$ cat config.mk
export PLATFORM = sky130hd
export DESIGN_NAME = axi_wr_burst_engine_flat
export DESIGN_NICKNAME = d
export VERILOG_FILES = /design/src/rtl/axi_wr_burst_engine_if.sv /design/src/rtl/axi_wr_burst_engine.sv /design/src/flat_wrapper.sv
export SDC_FILE = /design/constraint.sdc
export NUM_CORES = 1
export LEC_CHECK = 0
export CORE_AREA = 2 2 488 490
export CTS_CLUSTER_SIZE = 10
export DETAILED_ROUTE_END_ITERATION = 10
export DIE_AREA = 0 0 490 492
export HOLD_SLACK_MARGIN = 0.15
export SYNTH_ARGS = -nofsm -noshare
export SYNTH_HDL_FRONTEND = slang
export SYNTH_SLANG_ARGS = --single-unit
$ cat constraint.sdc
create_clock -name clk -period 9.1 [get_ports clk]
set_input_delay 1.82 -clock clk [delete_from_list [all_inputs] [get_ports clk]]
set_output_delay 1.82 -clock clk [all_outputs]
set_load 0.02 [all_outputs]
$ cat src/rtl/axi_wr_burst_engine_if.sv
// AXI4 write-address, write-data and write-response signals seen by the burst engine.
// master: the engine side (drives AW/W, BREADY); slave: the memory/interconnect side.
// Pure wiring, no state.
interface axi_wr_burst_engine_if #(
  parameter int ADDR_W = 64,
  parameter int DATA_W = 512
);
  logic                  awvalid;
  logic                  awready;
  logic [ADDR_W-1:0]     awaddr;
  logic [7:0]            awlen;
  logic [2:0]            awsize;
  logic [1:0]            awburst;
  logic                  wvalid;
  logic                  wready;
  logic [DATA_W-1:0]     wdata;
  logic [DATA_W/8-1:0]   wstrb;
  logic                  wlast;
  logic                  bvalid;
  logic                  bready;
  logic [1:0]            bresp_code;

  modport master (
    output awvalid, awaddr, awlen, awsize, awburst,
    output wvalid, wdata, wstrb, wlast, bready,
    input  awready, wready, bvalid, bresp_code
  );

  modport slave (
    input  awvalid, awaddr, awlen, awsize, awburst,
    input  wvalid, wdata, wstrb, wlast, bready,
    output awready, wready, bvalid, bresp_code
  );
endinterface

$ cat src/rtl/axi_wr_burst_engine.sv
// AXI4 write burst engine: queues burst commands, drives AW, streams beats to W with WLAST, pulses B completions.
// Latency: AW one cycle after accept; W pass-through adds 0 cycles (1 cycle with AXI_WR_DATA_REG_EN defined).
// Backpressure: accept refused while CMD_DEPTH bursts are outstanding; din_ready follows wready (or skid not-full).
module axi_wr_burst_engine #(
  parameter int DATA_W    = 512,
  parameter int ADDR_W    = 64,
  parameter int CMD_DEPTH = 4
) (
  input  logic                clk,
  input  logic                rst,
  input  logic                wr_req,
  input  logic [7:0]          wr_len,
  input  logic [ADDR_W-1:0]   wr_address,
  output logic                wr_req_ack,
  input  logic                din_valid,
  output logic                din_ready,
  input  logic [DATA_W-1:0]   din_data,
  input  logic                bready_i,
  output logic                bresp,
  output logic                wr_err,
  output logic                idle,
  axi_wr_burst_engine_if.master axi
);
  localparam int CNT_W = $clog2(CMD_DEPTH) + 1;

  typedef enum logic {W_IDLE, W_BURST} w_state_e;

  logic                 cmd_full, aw_full, aw_empty, aw_pop;
  logic                 wq_full, wq_empty, wq_pop;
  logic [ADDR_W+7:0]    aw_head;
  logic [7:0]           wq_head;
  logic [CNT_W-1:0]     outstanding_q, outstanding_d;
  w_state_e             state_q, state_d;
  logic [7:0]           len_q, len_d, beat_cnt_q, beat_cnt_d;
  logic                 wr_err_q, wr_err_d;
  logic                 fsm_vld, fsm_rdy, fsm_last, fsm_hs;
  logic                 wlast_hs, w_drained;

  // The AW queue is twice as deep as the outstanding limit because W may run
  // ahead of AW and retire bursts whose address is still queued; its full flag
  // only guards that corner and never trips while AW keeps up.
  assign cmd_full   = (outstanding_q == CNT_W'(CMD_DEPTH));
  assign wr_req_ack = wr_req & ~cmd_full & ~aw_full & ~wq_full;

  axi_wr_fifo #(.W(ADDR_W + 8), .DEPTH(2 * CMD_DEPTH)) u_aw_q (
    .clk(clk), .rst(rst),
    .wr_en(wr_req_ack), .wr_dat({wr_address, wr_len}),
    .rd_en(aw_pop), .rd_dat(aw_head),
    .empty(aw_empty), .full(aw_full)
  );

  axi_wr_fifo #(.W(8), .DEPTH(CMD_DEPTH)) u_wlen_q (
    .clk(clk), .rst(rst),
    .wr_en(wr_req_ack), .wr_dat(wr_len),
    .rd_en(wq_pop), .rd_dat(wq_head),
    .empty(wq_empty), .full(wq_full)
  );

  // awvalid comes straight from the queue occupancy register, so awready never reaches it
  assign axi.awvalid = ~aw_empty;
  assign axi.awaddr  = aw_head[ADDR_W+7:8];
  assign axi.awlen   = aw_head[7:0];
  assign axi.awsize  = 3'b110;
  assign axi.awburst = 2'b01;
  assign aw_pop      = axi.awvalid & axi.awready;

  // W burst sequencer: loads a length, counts beats, reloads on the last beat without a bubble
  always_comb begin
    state_d    = state_q;
    len_d      = len_q;
    beat_cnt_d = beat_cnt_q;
    wq_pop     = 1'b0;
    fsm_vld    = 1'b0;
    fsm_last   = 1'b0;
    fsm_hs     = 1'b0;
    din_ready  = 1'b0;
    case (state_q)
      W_IDLE: begin
        if (!wq_empty) begin
          wq_pop     = 1'b1;
          len_d      = wq_head;
          beat_cnt_d = 8'd0;
          state_d    = W_BURST;
        end
      end
      W_BURST: begin
        fsm_vld   = din_valid;
        fsm_last  = (beat_cnt_q == len_q);
        din_ready = fsm_rdy;
        fsm_hs    = din_valid & fsm_rdy;
        if (fsm_hs) begin
          beat_cnt_d = beat_cnt_q + 8'd1;
          if (fsm_last) begin
            if (!wq_empty) begin
              wq_pop     = 1'b1;
              len_d      = wq_head;
              beat_cnt_d = 8'd0;
            end else begin
              state_d = W_IDLE;
            end
          end
        end
      end
      default: state_d = W_IDLE;
    endcase
  end

`ifdef AXI_WR_DATA_REG_EN
  logic              skid_full, skid_empty;
  logic [DATA_W:0]   skid_head;

  axi_wr_fifo #(.W(DATA_W + 1), .DEPTH(2)) u_skid (
    .clk(clk), .rst(rst),
    .wr_en(fsm_hs), .wr_dat({fsm_last, din_data}),
    .rd_en(axi.wvalid & axi.wready), .rd_dat(skid_head),
    .empty(skid_empty), .full(skid_full)
  );

  assign fsm_rdy    = ~skid_full;
  assign axi.wvalid = ~skid_empty;
  assign axi.wdata  = skid_head[DATA_W-1:0];
  assign axi.wlast  = skid_head[DATA_W] & ~skid_empty;
  assign w_drained  = skid_empty;
`else
  assign fsm_rdy    = axi.wready;
  assign axi.wvalid = fsm_vld;
  assign axi.wdata  = din_data;
  assign axi.wlast  = fsm_last;
  assign w_drained  = 1'b1;
`endif

  assign axi.wstrb = '1;
  assign wlast_hs  = axi.wvalid & axi.wready & axi.wlast;

  // Outstanding bursts: +1 on accept, -1 when the burst's last beat leaves on W
  always_comb begin
    outstanding_d = outstanding_q;
    case ({wr_req_ack, wlast_hs})
      2'b10:   outstanding_d = outstanding_q + CNT_W'(1);
      2'b01:   outstanding_d = outstanding_q - CNT_W'(1);
      default: outstanding_d = outstanding_q;
    endcase
  end

  assign axi.bready = bready_i;
  assign bresp      = axi.bvalid & bready_i;
  assign wr_err     = wr_err_q;
  assign idle       = aw_empty & wq_empty & (state_q == W_IDLE) & w_drained;

  // Sticky error: any completed response that is not OKAY
  always_comb begin
    wr_err_d = wr_err_q | (bresp & (axi.bresp_code != 2'b00));
  end

  // State registers
  always_ff @(posedge clk or posedge rst) begin
    if (rst) begin
      state_q       <= W_IDLE;
      len_q         <= 8'd0;
      beat_cnt_q    <= 8'd0;
      outstanding_q <= '0;
      wr_err_q      <= 1'b0;
    end else begin
      state_q       <= state_d;
      len_q         <= len_d;
      beat_cnt_q    <= beat_cnt_d;
      outstanding_q <= outstanding_d;
      wr_err_q      <= wr_err_d;
    end
  end
endmodule

// Generic synchronous FIFO; caller never pushes when full or pops when empty.
// Latency: data readable the cycle after push; head is a mux off the storage.
// Backpressure: full/empty flags only, no internal protection.
module axi_wr_fifo #(
  parameter int W     = 8,
  parameter int DEPTH = 4
) (
  input  logic         clk,
  input  logic         rst,
  input  logic         wr_en,
  input  logic [W-1:0] wr_dat,
  input  logic         rd_en,
  output logic [W-1:0] rd_dat,
  output logic         empty,
  output logic         full
);
  localparam int PW = $clog2(DEPTH);
  localparam int CW = PW + 1;

  logic [W-1:0]  mem_q [DEPTH];
  logic [PW-1:0] wr_ptr_q, wr_ptr_d, rd_ptr_q, rd_ptr_d;
  logic [CW-1:0] cnt_q, cnt_d;

  assign empty  = (cnt_q == '0);
  assign full   = (cnt_q == CW'(DEPTH));
  assign rd_dat = mem_q[rd_ptr_q];

  // Pointer and occupancy update
  always_comb begin
    wr_ptr_d = wr_ptr_q + PW'(wr_en);
    rd_ptr_d = rd_ptr_q + PW'(rd_en);
    cnt_d    = cnt_q + CW'(wr_en) - CW'(rd_en);
  end

  // Storage write; contents need no reset since occupancy gates their use
  always_ff @(posedge clk) begin
    if (wr_en) mem_q[wr_ptr_q] <= wr_dat;
  end

  // Pointer/count registers
  always_ff @(posedge clk or posedge rst) begin
    if (rst) begin
      wr_ptr_q <= '0;
      rd_ptr_q <= '0;
      cnt_q    <= '0;
    end else begin
      wr_ptr_q <= wr_ptr_d;
      rd_ptr_q <= rd_ptr_d;
      cnt_q    <= cnt_d;
    end
  end
endmodule

$ cat src/flat_wrapper.sv
// flat-port wrapper written by rule: the top's interface ports become plain ports
module axi_wr_burst_engine_flat 
#(
  parameter int DATA_W    = 512,
  parameter int ADDR_W    = 64,
  parameter int CMD_DEPTH = 4
)
  (clk, rst, wr_req, wr_len, wr_address, wr_req_ack, din_valid, din_ready, din_data, bready_i, bresp, wr_err, idle, axi_awvalid, axi_awaddr, axi_awlen, axi_awsize, axi_awburst, axi_wvalid, axi_wdata, axi_wstrb, axi_wlast, axi_bready, axi_awready, axi_wready, axi_bvalid, axi_bresp_code);
  axi_wr_burst_engine_if #(.ADDR_W(ADDR_W), .DATA_W(DATA_W)) axi_i ();
  input  logic clk;
  input  logic rst;
  input  logic wr_req;
  input  logic [7:0] wr_len;
  input  logic [ADDR_W-1:0] wr_address;
  output logic wr_req_ack;
  input  logic din_valid;
  output logic din_ready;
  input  logic [DATA_W-1:0] din_data;
  input  logic bready_i;
  output logic bresp;
  output logic wr_err;
  output logic idle;
  output wire logic [$bits(axi_i.awvalid)-1:0] axi_awvalid;
  output wire logic [$bits(axi_i.awaddr)-1:0] axi_awaddr;
  output wire logic [$bits(axi_i.awlen)-1:0] axi_awlen;
  output wire logic [$bits(axi_i.awsize)-1:0] axi_awsize;
  output wire logic [$bits(axi_i.awburst)-1:0] axi_awburst;
  output wire logic [$bits(axi_i.wvalid)-1:0] axi_wvalid;
  output wire logic [$bits(axi_i.wdata)-1:0] axi_wdata;
  output wire logic [$bits(axi_i.wstrb)-1:0] axi_wstrb;
  output wire logic [$bits(axi_i.wlast)-1:0] axi_wlast;
  output wire logic [$bits(axi_i.bready)-1:0] axi_bready;
  input wire logic [$bits(axi_i.awready)-1:0] axi_awready;
  input wire logic [$bits(axi_i.wready)-1:0] axi_wready;
  input wire logic [$bits(axi_i.bvalid)-1:0] axi_bvalid;
  input wire logic [$bits(axi_i.bresp_code)-1:0] axi_bresp_code;
  assign axi_awvalid = axi_i.awvalid;
  assign axi_awaddr = axi_i.awaddr;
  assign axi_awlen = axi_i.awlen;
  assign axi_awsize = axi_i.awsize;
  assign axi_awburst = axi_i.awburst;
  assign axi_wvalid = axi_i.wvalid;
  assign axi_wdata = axi_i.wdata;
  assign axi_wstrb = axi_i.wstrb;
  assign axi_wlast = axi_i.wlast;
  assign axi_bready = axi_i.bready;
  assign axi_i.awready = axi_awready;
  assign axi_i.wready = axi_wready;
  assign axi_i.bvalid = axi_bvalid;
  assign axi_i.bresp_code = axi_bresp_code;
  axi_wr_burst_engine #(.DATA_W(DATA_W), .ADDR_W(ADDR_W), .CMD_DEPTH(CMD_DEPTH)) u_core (.clk(clk), .rst(rst), .wr_req(wr_req), .wr_len(wr_len), .wr_address(wr_address), .wr_req_ack(wr_req_ack), .din_valid(din_valid), .din_ready(din_ready), .din_data(din_data), .bready_i(bready_i), .bresp(bresp), .wr_err(wr_err), .idle(idle), .axi(axi_i));
endmodule
Word level (Yosys, flattened, before mapping)
Memories as Yosys holds them, arrays and structs flattened.
Cells that the tools add are included.
{"block": "op_classes", "n_addsub": 11, "n_eq_ne": 9, "n_mux": 22, "n_bitwise": 17, "n_reduce_logical": 6}
{"operator": "two-way mux 8 bit", "count": 7}
{"operator": "case mux 8 bit (2 select lines)", "count": 2}
{"operator": "AND 1 bit", "count": 11}
{"operator": "two-way mux 1 bit", "count": 10}
{"operator": "adder 3 x 1 -> 3 bit", "count": 3}
{"operator": "adder 8 x 1 -> 8 bit, second input constant", "count": 1}
{"operator": "equality test 8 bit", "count": 1}
{"operator": "equality test 3 bit, second input constant", "count": 2}
{"operator": "inequality test 2 bit, second input constant", "count": 3}
{"operator": "case mux 3 bit (2 select lines)", "count": 1}
{"operator": "NOT 1 bit", "count": 5}
{"operator": "adder 2 x 1 -> 2 bit", "count": 2}
{"operator": "adder 4 x 1 -> 4 bit", "count": 1}
{"operator": "equality test 4 bit, second input constant", "count": 1}
{"operator": "zero test 4 bit", "count": 1}
{"operator": "case mux 1 bit (2 select lines)", "count": 2}
{"operator": "AND reduction 2 bit", "count": 2}
{"operator": "nonzero test 2 bit", "count": 2}
{"operator": "subtractor 4 x 1 -> 4 bit", "count": 1}
{"operator": "adder 3 x 1 -> 3 bit, second input constant", "count": 1}
{"operator": "zero test 3 bit", "count": 1}
{"operator": "subtractor 3 x 1 -> 3 bit", "count": 1}
{"operator": "subtractor 3 x 1 -> 3 bit, second input constant", "count": 1}
{"operator": "equality test 2 x 1 -> 1 bit, second input constant", "count": 1}
{"operator": "other kinds (2)", "count": 2}
{"block": "totals", "ff_bits": 38, "ram_bits": 608, "in_bits": 594, "out_inout_bits": 662, "wordCells": 78, "mem_count": 2}
{"memory": "u_core.u_aw_q.mem_q", "words": 8, "width": 72, "read_ports": 1, "rd_ports_with_merged_regs": 0, "wr": 1, "line_no": "axi_wr_burst_engine.sv:192", "text": "logic [W-1:0] mem_q [DEPTH];"}
{"memory": "u_core.u_wlen_q.mem_q", "words": 4, "width": 8, "read_ports": 1, "rd_ports_with_merged_regs": 0, "wr": 1, "line_no": "axi_wr_burst_engine.sv:192"}

Depth between registers and ports, before layout
Gate-level depths: netlist of run 1.
{"block": "depth", "ltp_word": 7, "mapped_depth": 12, "ltp_nobuf": 11}

Hierarchy
From an unflattened synthesis of run 1, not the netlist that was laid out.
{"block": "hier_totals", "hier_cells": 1638, "hier_area_um2": 29477.0}
{"mod": "axi_wr_fifo (u_core.u_aw_q)", "instances": 1, "cells_each": 881, "area_each_um2": 22407.7, "seq_area_each_um2": 17546.8}
{"mod": "axi_wr_burst_engine", "instances": 1, "cells_each": 689, "area_each_um2": 5564.1, "seq_area_each_um2": 525.5}
{"mod": "axi_wr_fifo (u_core.u_wlen_q)", "instances": 1, "cells_each": 68, "area_each_um2": 1505.2, "seq_area_each_um2": 1136.1}

Least setup slack after synthesis of run 1
No wires, ideal clock.
{"block": "synth_path", "kind": "input port to flip-flop", "start": "in wr_req", "end": "mem u_core.u_aw_q.mem_q[4][0] in the netlist's numbering (enable)", "setup_ns": 0.591, "arrival_ns": 8.140, "t_required_ns": 8.509, "path_slack_ns": 0.369, "stages": 4, "n_path_buf": 0, "path_cell_list": "o31ai_1 a221oi_1 nand2_1 nor3_1"}
{"block": "synth_via", "elab_chain_cells": 5}
{"element": "start, declared", "line_no": "flat_wrapper.sv:12", "text": "input logic wr_req;"}
{"element": "AND 1 bit (3 in a row)", "line_no": "axi_wr_burst_engine.sv:43", "text": "assign wr_req_ack = wr_req & ~cmd_full & ~aw_full & ~wq_full;"}
{"element": "via wr_req_ack", "line_no": "flat_wrapper.sv:15", "text": "output logic wr_req_ack;"}
{"element": "two-way mux 1 bit", "line_no": "axi_wr_burst_engine.sv:209", "text": "if (wr_en) mem_q[wr_ptr_q] <= wr_dat;"}
{"element": "two-way mux 1 bit (not written as such)", "line_no": "axi_wr_burst_engine.sv:209"}
{"element": "end, declared", "line_no": "axi_wr_burst_engine.sv:192"}
The timed path passes the listed nets, and every way through them passes these cells.

Worst setup path in the final report of run 1
{"block": "layout_path", "start": "reg u_core.u_aw_q.rd_ptr_q[0]", "end": "out axi_awaddr[40]"}
{"block": "layout_via", "elab_chain_cells": 1}
{"element": "start, declared", "line_no": "axi_wr_burst_engine.sv:193", "text": "logic [PW-1:0] wr_ptr_q, wr_ptr_d, rd_ptr_q, rd_ptr_d;"}
{"element": "start signal, assigned", "line_no": "axi_wr_burst_engine.sv:220", "text": "rd_ptr_q <= rd_ptr_d;"}
{"element": "memory read (8 x 72 bit)"}
{"element": "end, declared", "line_no": "flat_wrapper.sv:24", "text": "output wire logic [$bits(axi_i.awaddr)-1:0] axi_awaddr;"}
Every way passes these cells.

==> results of run 1 <==
==> cell usage in the layout, fill, tap and decap left out, types with 3 or more instances in the layout <==
cell             instances
a21oi_1                  8
nand2b_1                 5
nor2_1                  10
nor3_1                   4
clkinv_16                7
mux4_2                 148
xnor2_1                  7
clkdlybuf4s50_1        162
dfrtp_1                 35
conb_1                  69
nand3_1                  6
edfxtp_1               608
diode_2                  8
clkbuf_1                20
buf_4                   23
nor2_4                   6
xor2_1                  14
dfrtp_4                  3
o21ai_0                  3
nand2_1                 14
mux2_4                   7
and2_1                   4
clkbuf_16               76
mux4_1                   4
and3_2                   3
ha_1                    16
fa_1                     3
inv_1                   16
mux2_2                  73
==> metal layers <==
metal / vias to the layer above / wire length, um / track usage (%) / part of all wire [%]
li1: 4928 / - / - / -
met1: 6531 / 39400 / 9.28 / 16
met2: 1757 / 103000 / 28.7 / 42
met3: 215 / 94500 / 35.7 / 39
met4: 80 / 3880 / 3.09 / 1.6
met5: - / 2280 / 5.89 / 0.94
==> cell type report <==
| cell class | instances | area, um^2 |
|---|---|---|
| fill | 25993 | 203000 |
| tap | 3167 | 3960 |
| inverter | 17 | 63.8 |
| timing repair buffer | 187 | 1830 |
| clock inverter | 11 | 239 |
| antenna | 8 | 20.0 |
| clock buffer | 96 | 1980 |
| multi-input combinational | 424 | 5610 |
| sequential | 646 | 19200 |
==> worst paths after layout <==
check | to | cells past startpoint
max | axi_awaddr[40] | 4
min | u_core.wr_err | 1
max reg2reg | u_core.u_aw_q.mem_q[5][12] | 7
min reg2reg | u_core.wr_err | 1
max in group asynchronous | u_core.u_wlen_q.rd_ptr_q[0] | 3
min in group asynchronous | u_core.outstanding_q[2] | 3
==> state kept, by name (all words and copies together) (netlist names), 4 cells and up <==
name and count:
u_core.u_wlen_q.mem_q 32, u_core.beat_cnt_q 8, u_core.u_aw_q.cnt_q 4, u_core.len_q 8
u_core.u_aw_q.mem_q 576
==> metrics by stage <==
step           total power, uW  worst slack, ns  cells  instance area (um^2)  hold slack (ns)
2_1_floorplan             6510            0.369   1714                 29500            0.451
3_3_place_gp              7640             3.65   4441                 30700            0.476
3_5_place_dp              7660             3.73   4441                 30700            0.460
4_1_cts                  10400             3.07   4548                 32900            0.480
5_1_grt                  10700             2.90   4549                 32900            0.515
6_report                 10300             3.13   4556                 32900            0.473
==> kinds of logic (layout without fill, tap and decap cells) <==
group                    count (synthesis)  after routing  synth area share [%]
buffers and inverters                  644            311                  16.1
multiplexers                           233            233                  15.0
other                                    2             77                0.0257
AND/OR/NAND/NOR                         63             63                  1.22
AO/OA/AOI/OAI                           19             19                 0.420
flip-flops                             646            646                  65.8
adder cells (fa/ha/maj)                 19             19                 0.891
XOR/XNOR                                21             21                 0.630
==> critical path: cells and delay by family, from the launching register on <==
family / cells / cell delay, ns
buffers and inverters: 2 / 1.10
DFF: 1 / 0.98
muxes: 2 / 0.96
==> where the power goes <==
part | switching, uW | leakage (uW) | internal, uW | total [uW]
Clock | 1200 | 0.00105 | 1540 | 2740
Combinational | 1870 | 0.00280 | 1600 | 3470
Sequential | 284 | 0.00596 | 3760 | 4050
==> out/results.tsv, run 1 <==
metric	value	unit
CTS Sinks	646	
CTS Hold Bufs	0	
Seq/Total Area, Yosys	65.8	%
Gate Count Post-Synth	1647	
Avg Inst Size Synth	17.7	um^2
CTS clock-pin slew for the worst setup and hold paths	0.06	ns
H-tree levels	3	
data arrival time of the worst path	4.15	ns
ys async rst share	5.88	%
max-slew violation count	0	
Peak Freq	167	MHz
first-pass GRT wire length	275	mm
CTS resizes	0	
vias in the first global route	13013	
setup TNS	0	ns
Setup crit start	u_core.u_aw_q.rd_ptr_q[0]	
global route total overflow	0	
worst hold path class	reg -> reg	
Final nets	1965	
P&R area growth vs syn	12.7	%
status	finished clean	
FF+latch count, synth	646	
clock root cell	clkbuf_16	
Lkg Pwr	0.00982	uW
Core Footprint	236000	um^2
die area	241000	um^2
io pins	1256	
Routed WL	243	mm
DRC Markers	0	
yosys warns	0	
FP Rows	179	
CTS tree	done	
Netlist Area Pre-Place	29200	um^2
chip height	492	um
CP Max Fanout	90	
R2R Path Start	u_core.u_wlen_q.cnt_q[1]	
Yosys top cell by area	edfxtp_1	
Worst-Skew Late Latency	0.69	ns
proportion of layout cells with a drive suffix above 1	25.9	%
CP peak stage delay	0.98	ns
number of port buffers	162	
Synth top area share	62.5	%
max-cap violations	0	
antenna violations before repair	44	
Final ANT Viol Nets	0	
worst slew pin tran	1.21	ns
start point of the worst hold path	u_core.wr_err	
WL per Instance	53.4	um
Tcrit/Tclk final	65.7	%
worst path cell trace	buf_12 -> mux4_2 -> mux2_2 -> clkdlybuf4s50_1	
Via density	2.97	
Final GP Congestion	0.959	
Slowest-stage cell, CP	dfrtp_4	
Final Skew	0.0799	ns
Setup violations, final	0	
reg-to-reg slack, setup	5.55	ns
Max rail drop VDD	0.000211	V
Starting Density	12.4	%
Pwr Density	312	nW/um^2
cts bufs inserted	76	
DR pass1 iterations	7	
final core area utilization	13.9	%
post-CTS setup buffers	0	
Vias	13511	
DP HPWL	218	mm
total track usage	19.6	%
Critical Path RT	7.28	ns
count leader, synth	edfxtp_1	
initial DRC count	1216	
most frequent cells after synthesis	608 x edfxtp_1, 588 x buf_4, 148 x mux4_2	
Yosys cell types	42	
Main synth FF type	edfxtp_1	
RSZ-0062 raised after global routing	false	
slew margin rel.	18.6	%
Final Hold Fails	0	
chip width	490	um
Clock Path Buffers	3	
top post-synthesis cells by area	edfxtp_1 63%, buf_4 15%, mux4_2 11%	
EDFF count, synth	608	
critical path type	reg -> out	
Worst setup EP type	output pin	
largest net degree at the start of global routing	121	
Tmin final	5.97	ns
crit path launch type	flop	
(Power assumes the default switching activity.)
==> run 2, diff against run 1 <==
- clock period: 9.1 -> 5.6 ns (I/O delays scaled with it)
==> out/results.tsv, run 2 (same netlist as run 1, synthesis figures left out) <==
metric	value	unit	change
global route total overflow	0		unchanged
combinational power share	33.5	%	was 33.8%
post-CTS setup buffers	0		unchanged
total track usage	19.4	%	was 19.6%
CTS clock-pin slew for the worst setup and hold paths	0.05	ns	was 0.06 ns
status	finished clean		unchanged
switching pwr	5300	uW	was 3350 uW
switch share	31.9	%	was 32.7%
Tcrit/Tclk final	82.1	%	
Pwr Density	503	nW/um^2	was 312 nW/um^2
CTS tree	done		unchanged
worst slew pin tran	0.986	ns	was 1.21 ns
antenna violations before repair	43		was 44
chip width	490	um	unchanged
chip height	492	um	unchanged
setup TNS	0	ns	unchanged
crit path launch type	flop		unchanged
Worst-Skew Late Latency	0.67	ns	was 0.69 ns
initial DRC count	1255		was 1,216
most frequent cells in the layout	608 x edfxtp_1, 162 x clkdlybuf4s50_1, 148 x mux4_2		unchanged
sequential power share	39.7	%	was 39.4%
Max rail drop VDD	0.000438	V	was 0.000211 V
vias in the first global route	13107		was 13,013
Largest register FFs	576		unchanged
Worst setup EP type	output pin		unchanged
total power after layout	16600	uW	was 10,300 uW
data arrival time of the worst path	3.48	ns	was 4.15 ns
H-tree levels	3		unchanged
WP buf/inv	2		unchanged
clock root cell	clkbuf_16		unchanged
first-pass GRT wire length	272	mm	was 275 mm
CTS Sinks	646		unchanged
Final Skew	0.0547	ns	was 0.0799 ns
FP Rows	179		unchanged
Clock Path Buffers	3		unchanged
Layout Cells excl Fill	4551		was 4,556
cts bufs inserted	76		unchanged
Peak Freq	217	MHz	
Final ANT Viol Nets	0		unchanged
max-cap violations	0		unchanged
CTS Hold Bufs	0		unchanged
DP HPWL	215	mm	was 218 mm
max-slew violation count	0		unchanged
number of port buffers	162		unchanged
Via density	2.98		was 2.97
DRC Markers	0		unchanged
largest net degree at the start of global routing	73		was 121
Final GP Congestion	0.969		was 0.959
Final nets	1966		was 1,965
CTS resizes	0		unchanged
Setup violations, final	0		unchanged
Power Internal	11300	uW	was 6910 uW
CP Max Fanout	52		was 90
Core Footprint	236000	um^2	unchanged
RSZ-0062 raised after global routing	false		unchanged
Critical Path RT	4.48	ns	was 7.28 ns
DR pass1 iterations	5		was 7
P&R area growth vs syn	13.1	%	was 12.7%
slew margin rel.	34.3	%	was 18.6%
Vias	13557		was 13,511
Slowest-stage cell, CP	dfrtp_4		unchanged
Routed WL	241	mm	was 243 mm
worst hold path class	reg -> reg		unchanged
CP peak stage delay	0.79	ns	was 0.98 ns
Largest regs	u_core.u_aw_q.mem_q: 576 flops, u_core.u_wlen_q.mem_q: 32 flops		unchanged
dpl cells	4442		was 4,441
critical path type	reg -> out		unchanged
Tmin final	4.60	ns	
Biggest register	u_core.u_aw_q.mem_q		unchanged
die area	241000	um^2	unchanged
Min Hold Slack	0.481	ns	was 0.473 ns
proportion of layout cells with a drive suffix above 1	26.1	%	was 25.9%
final core area utilization	14.0	%	was 13.9%
crit-path leading delay family	buffers and inverters		unchanged
Clk pwr share	26.8	%	was 26.7%
most common cell after layout, fill and taps aside	edfxtp_1		unchanged
WL per Instance	52.9	um	was 53.4 um
io pins	1256		unchanged
Final Hold Fails	0		unchanged
worst path cell trace	buf_12 -> mux4_2 -> mux2_2 -> clkdlybuf4s50_1		unchanged
Lkg Pwr	0.00986	uW	was 0.00982 uW
Starting Density	12.4	%	unchanged
## run 2: metal layers
layer / routed length [um] / up-vias / global-route usage [%]
met2: 99900 / 1778 / 27.8
met5: 3090 / - / 8.17
li1: - / 4938 / -
met1: 38700 / 6531 / 8.96
met3: 95100 / 230 / 36.2
met4: 3700 / 80 / 2.93
## run 2: area by class of cell
class,instances,area (um^2)
Clock inverter,10,168
Clock buffer,96,2030
Timing Repair Buffer,188,1970
Antenna cell,3,7.51
Tap cell,3167,3960
Multi-Input combinational cell,424,5630
Sequential cell,646,19200
Inverter,17,63.8
Fill cell,25998,203000
## run 2: final timing paths
kind,depth (start not counted),from,slack [ns],endpoint
setup / recovery,4,u_core.u_aw_q.rd_ptr_q[0],1.00,axi_awaddr[18]
hold reg to reg,1,u_core.wr_err,0.48,u_core.wr_err
setup reg to reg,11,u_core.beat_cnt_q[0],2.54,u_core.u_wlen_q.cnt_q[2]
min in group asynchronous,3,rst,0.93,u_core.u_aw_q.wr_ptr_q[0]
max in group asynchronous,3,rst,4.23,u_core.u_aw_q.rd_ptr_q[1]
hold / removal,1,u_core.wr_err,0.48,u_core.wr_err
## run 2: power by group through the flow
stage,Sequential [uW],Combinational [uW],Clock (uW)
global placement,6680,5660,0
floorplan,6420,4150,0
detailed placement,6720,5660,0
CTS,6620,5690,4560
global route,6690,5900,4720
finish,6600,5570,4450
## run 2: metrics by stage
| stage | cell area, um^2 | setup slack [ns] |
|---|---|---|
| 3_3_place_gp | 30800 | 1.63 |
| 5_1_grt | 33000 | 0.789 |
| 2_1_floorplan | 29500 | -0.501 |
| 4_1_cts | 33000 | 0.881 |
| 3_5_place_dp | 30800 | 1.63 |
| 6_report | 33000 | 1.00 |
==> run 3, diff against run 2 <==
- clock period: 5.6 -> 4.8 ns (I/O delays scaled with it)
==> out/results.tsv, run 3 (same netlist as run 1, synthesis figures left out) <==
metric	value	unit	change
Tmin final	4.37	ns	
clock root cell	clkbuf_16		unchanged
Final Skew	0.0212	ns	was 0.0547 ns
most frequent cells in the layout	608 x edfxtp_1, 162 x clkdlybuf4s50_1, 148 x mux4_2		unchanged
CTS tree	done		unchanged
data arrival time of the worst path	3.41	ns	was 3.48 ns
global route total overflow	0		unchanged
worst slew pin tran	0.983	ns	was 0.986 ns
Setup violations, final	0		unchanged
Worst setup EP type	output pin		unchanged
Worst-Skew Late Latency	0.64	ns	was 0.67 ns
reg-to-reg slack, setup	1.68	ns	was 2.54 ns
CTS clock-pin slew for the worst setup and hold paths	0.06	ns	was 0.05 ns
io pins	1256		unchanged
cts bufs inserted	75		was 76
total power after layout	19600	uW	was 16,600 uW
Vias	13361		was 13,557
die area	241000	um^2	unchanged
crit path launch type	flop		unchanged
R2R Path Start	u_core.beat_cnt_q[2]		was u_core.beat_cnt_q[0]
total track usage	19.3	%	was 19.4%
Peak Freq	229	MHz	
proportion of layout cells with a drive suffix above 1	27.1	%	was 26.1%
CTS Hold Bufs	0		unchanged
max-cap violations	0		unchanged
Final ANT Viol Nets	0		unchanged
vias in the first global route	13232		was 13,107
RSZ-0062 raised after global routing	false		unchanged
CTS resizes	0		unchanged
Via density	2.92		was 2.98
Fillers	26013		was 25,998
Hold Crit Depth	1		unchanged
Hold Path Sink	u_core.wr_err		unchanged
Core Footprint	236000	um^2	unchanged
Max rail drop VDD	0.000396	V	was 0.000438 V
crit-path leading delay family	buffers and inverters		unchanged
initial DRC count	1020		was 1,255
Critical R2R Capture	u_core.u_wlen_q.cnt_q[2]		unchanged
Slowest-stage cell, CP	dfrtp_4		unchanged
final core area utilization	14.0	%	about the same
worst hold path class	reg -> reg		unchanged
Largest register FFs	576		unchanged
slew margin rel.	34.1	%	was 34.3%
placed cell area	31100	um^2	was 30,800 um^2
most common cell after layout, fill and taps aside	edfxtp_1		unchanged
chip width	490	um	unchanged
area occupied by multi-input gates	5630	um^2	unchanged
DRC Markers	0		unchanged
Min Hold Slack	0.477	ns	was 0.481 ns
Largest regs	u_core.u_aw_q.mem_q: 576 flops, u_core.u_wlen_q.mem_q: 32 flops		unchanged
register area	19200	um^2	unchanged
setup TNS	0	ns	unchanged
largest net degree at the start of global routing	73		unchanged
Final nets	1988		was 1,966
max-slew violation count	0		unchanged
Starting Density	12.4	%	unchanged
CP Max Fanout	30		was 52
critical path type	reg -> out		unchanged
CP peak stage delay	0.81	ns	was 0.79 ns
number of port buffers	162		unchanged
chip height	492	um	unchanged
Final GP Congestion	0.966		was 0.969
FP Rows	179		unchanged
worst r2r path cells	11		unchanged
DP HPWL	216	mm	was 215 mm
WP buf/inv	2		unchanged
start point of the worst hold path	u_core.wr_err		unchanged
antenna violations before repair	32		was 43
Critical Path RT	3.84	ns	was 4.48 ns
CTS Sinks	646		unchanged
Biggest register	u_core.u_aw_q.mem_q		unchanged
P&R area growth vs syn	13.6	%	was 13.1%
Lkg Pwr	0.00995	uW	was 0.00986 uW
status	finished clean		unchanged
post-CTS setup buffers	0		unchanged
Clock Path Buffers	3		unchanged
H-tree levels	3		unchanged
post-route cell area	33200	um^2	was 33,000 um^2
worst path cell trace	buf_4 -> mux4_2 -> mux2_2 -> clkdlybuf4s50_1		was buf_12 -> mux4_2 -> mux2_2 -> clkdlybuf4s50_1
Final Hold Fails	0		unchanged
Routed WL	240	mm	was 241 mm
DR pass1 iterations	4		was 5
Tcrit/Tclk final	91.1	%	
first-pass GRT wire length	272	mm	about the same
Pwr Density	590	nW/um^2	was 503 nW/um^2
WL per Instance	52.5	um	was 52.9 um
==> run 3: cell count changes in the layout (fill, tap and decap cells not counted), sizes merged <==
cell | before | now
inv | 18 | 22
clkinvlp | 1 | 0
buf | 26 | 49
diode | 3 | 4
clkbuf | 96 | 93
clkinv | 8 | 4
==> run 3: cell type report <==
| cell class | count | area share (%) |
|---|---|---|
| inverters | 17 | 0.192 |
| multi-input cells | 424 | 17.0 |
| diodes | 4 | 0.0302 |
| flip-flops and latches | 646 | 57.9 |
| clock buffers | 93 | 5.86 |
| repair buffers | 211 | 6.68 |
| well taps | 3167 | 11.9 |
| clock inverters | 9 | 0.381 |
==> run 3: report_power, final <==
group	internal, uW	leakage [uW]	switching [uW]	total, uW
Combinational	3200	0.00298	3650	6850
Sequential	7130	0.00596	568	7700
Clock	2850	0.00101	2160	5010
Total	13200	0.00995	6380	19600
==> run 3: per-stage QoR <==
step | std cells | setup WS [ns]
CTS | 4567 | 0.287
floorplan | 1714 | -1.14
finish | 4571 | 0.427
detailed placement | 4465 | 1.02
global placement | 4465 | 1.00
global route | 4567 | 0.227
==> run 3: worst max-delay path by stage <==
stage                                          from                        end  depth (start not counted)
after floorplan                              wr_req  u_core.u_aw_q.mem_q[5][0]                          4
after global placement    u_core.u_aw_q.rd_ptr_q[0]             axi_awaddr[30]                          4
after detailed placement  u_core.u_aw_q.rd_ptr_q[0]             axi_awaddr[28]                          4
after CTS                 u_core.u_aw_q.rd_ptr_q[0]             axi_awaddr[28]                          4
after global routing      u_core.u_aw_q.rd_ptr_q[0]             axi_awaddr[28]                          4
final                     u_core.u_aw_q.rd_ptr_q[0]             axi_awaddr[28]                          4
==> run 3: worst register-to-register path: cells and delay by family, from the launching register on <==
kind | cells | cell delay [ns]
buffers and inverters | 2 | 0.12
XOR/XNOR | 3 | 0.55
AO/OA/AOI/OAI | 1 | 0.46
AND/OR/NAND/NOR | 2 | 0.56
flip-flops | 1 | 0.47
adder cells (fa/ha/maj) | 3 | 0.89
==> run 3: metal layers <==
| metal | up-vias | GRT usage, % | routed length (um) |
|---|---|---|---|
| li1 | 4978 | - | - |
| met1 | 6416 | 9.06 | 38400 |
| met2 | 1750 | 27.9 | 100000 |
| met3 | 155 | 36.2 | 95700 |
| met4 | 62 | 2.71 | 3280 |
| met5 | - | 6.13 | 2300 |
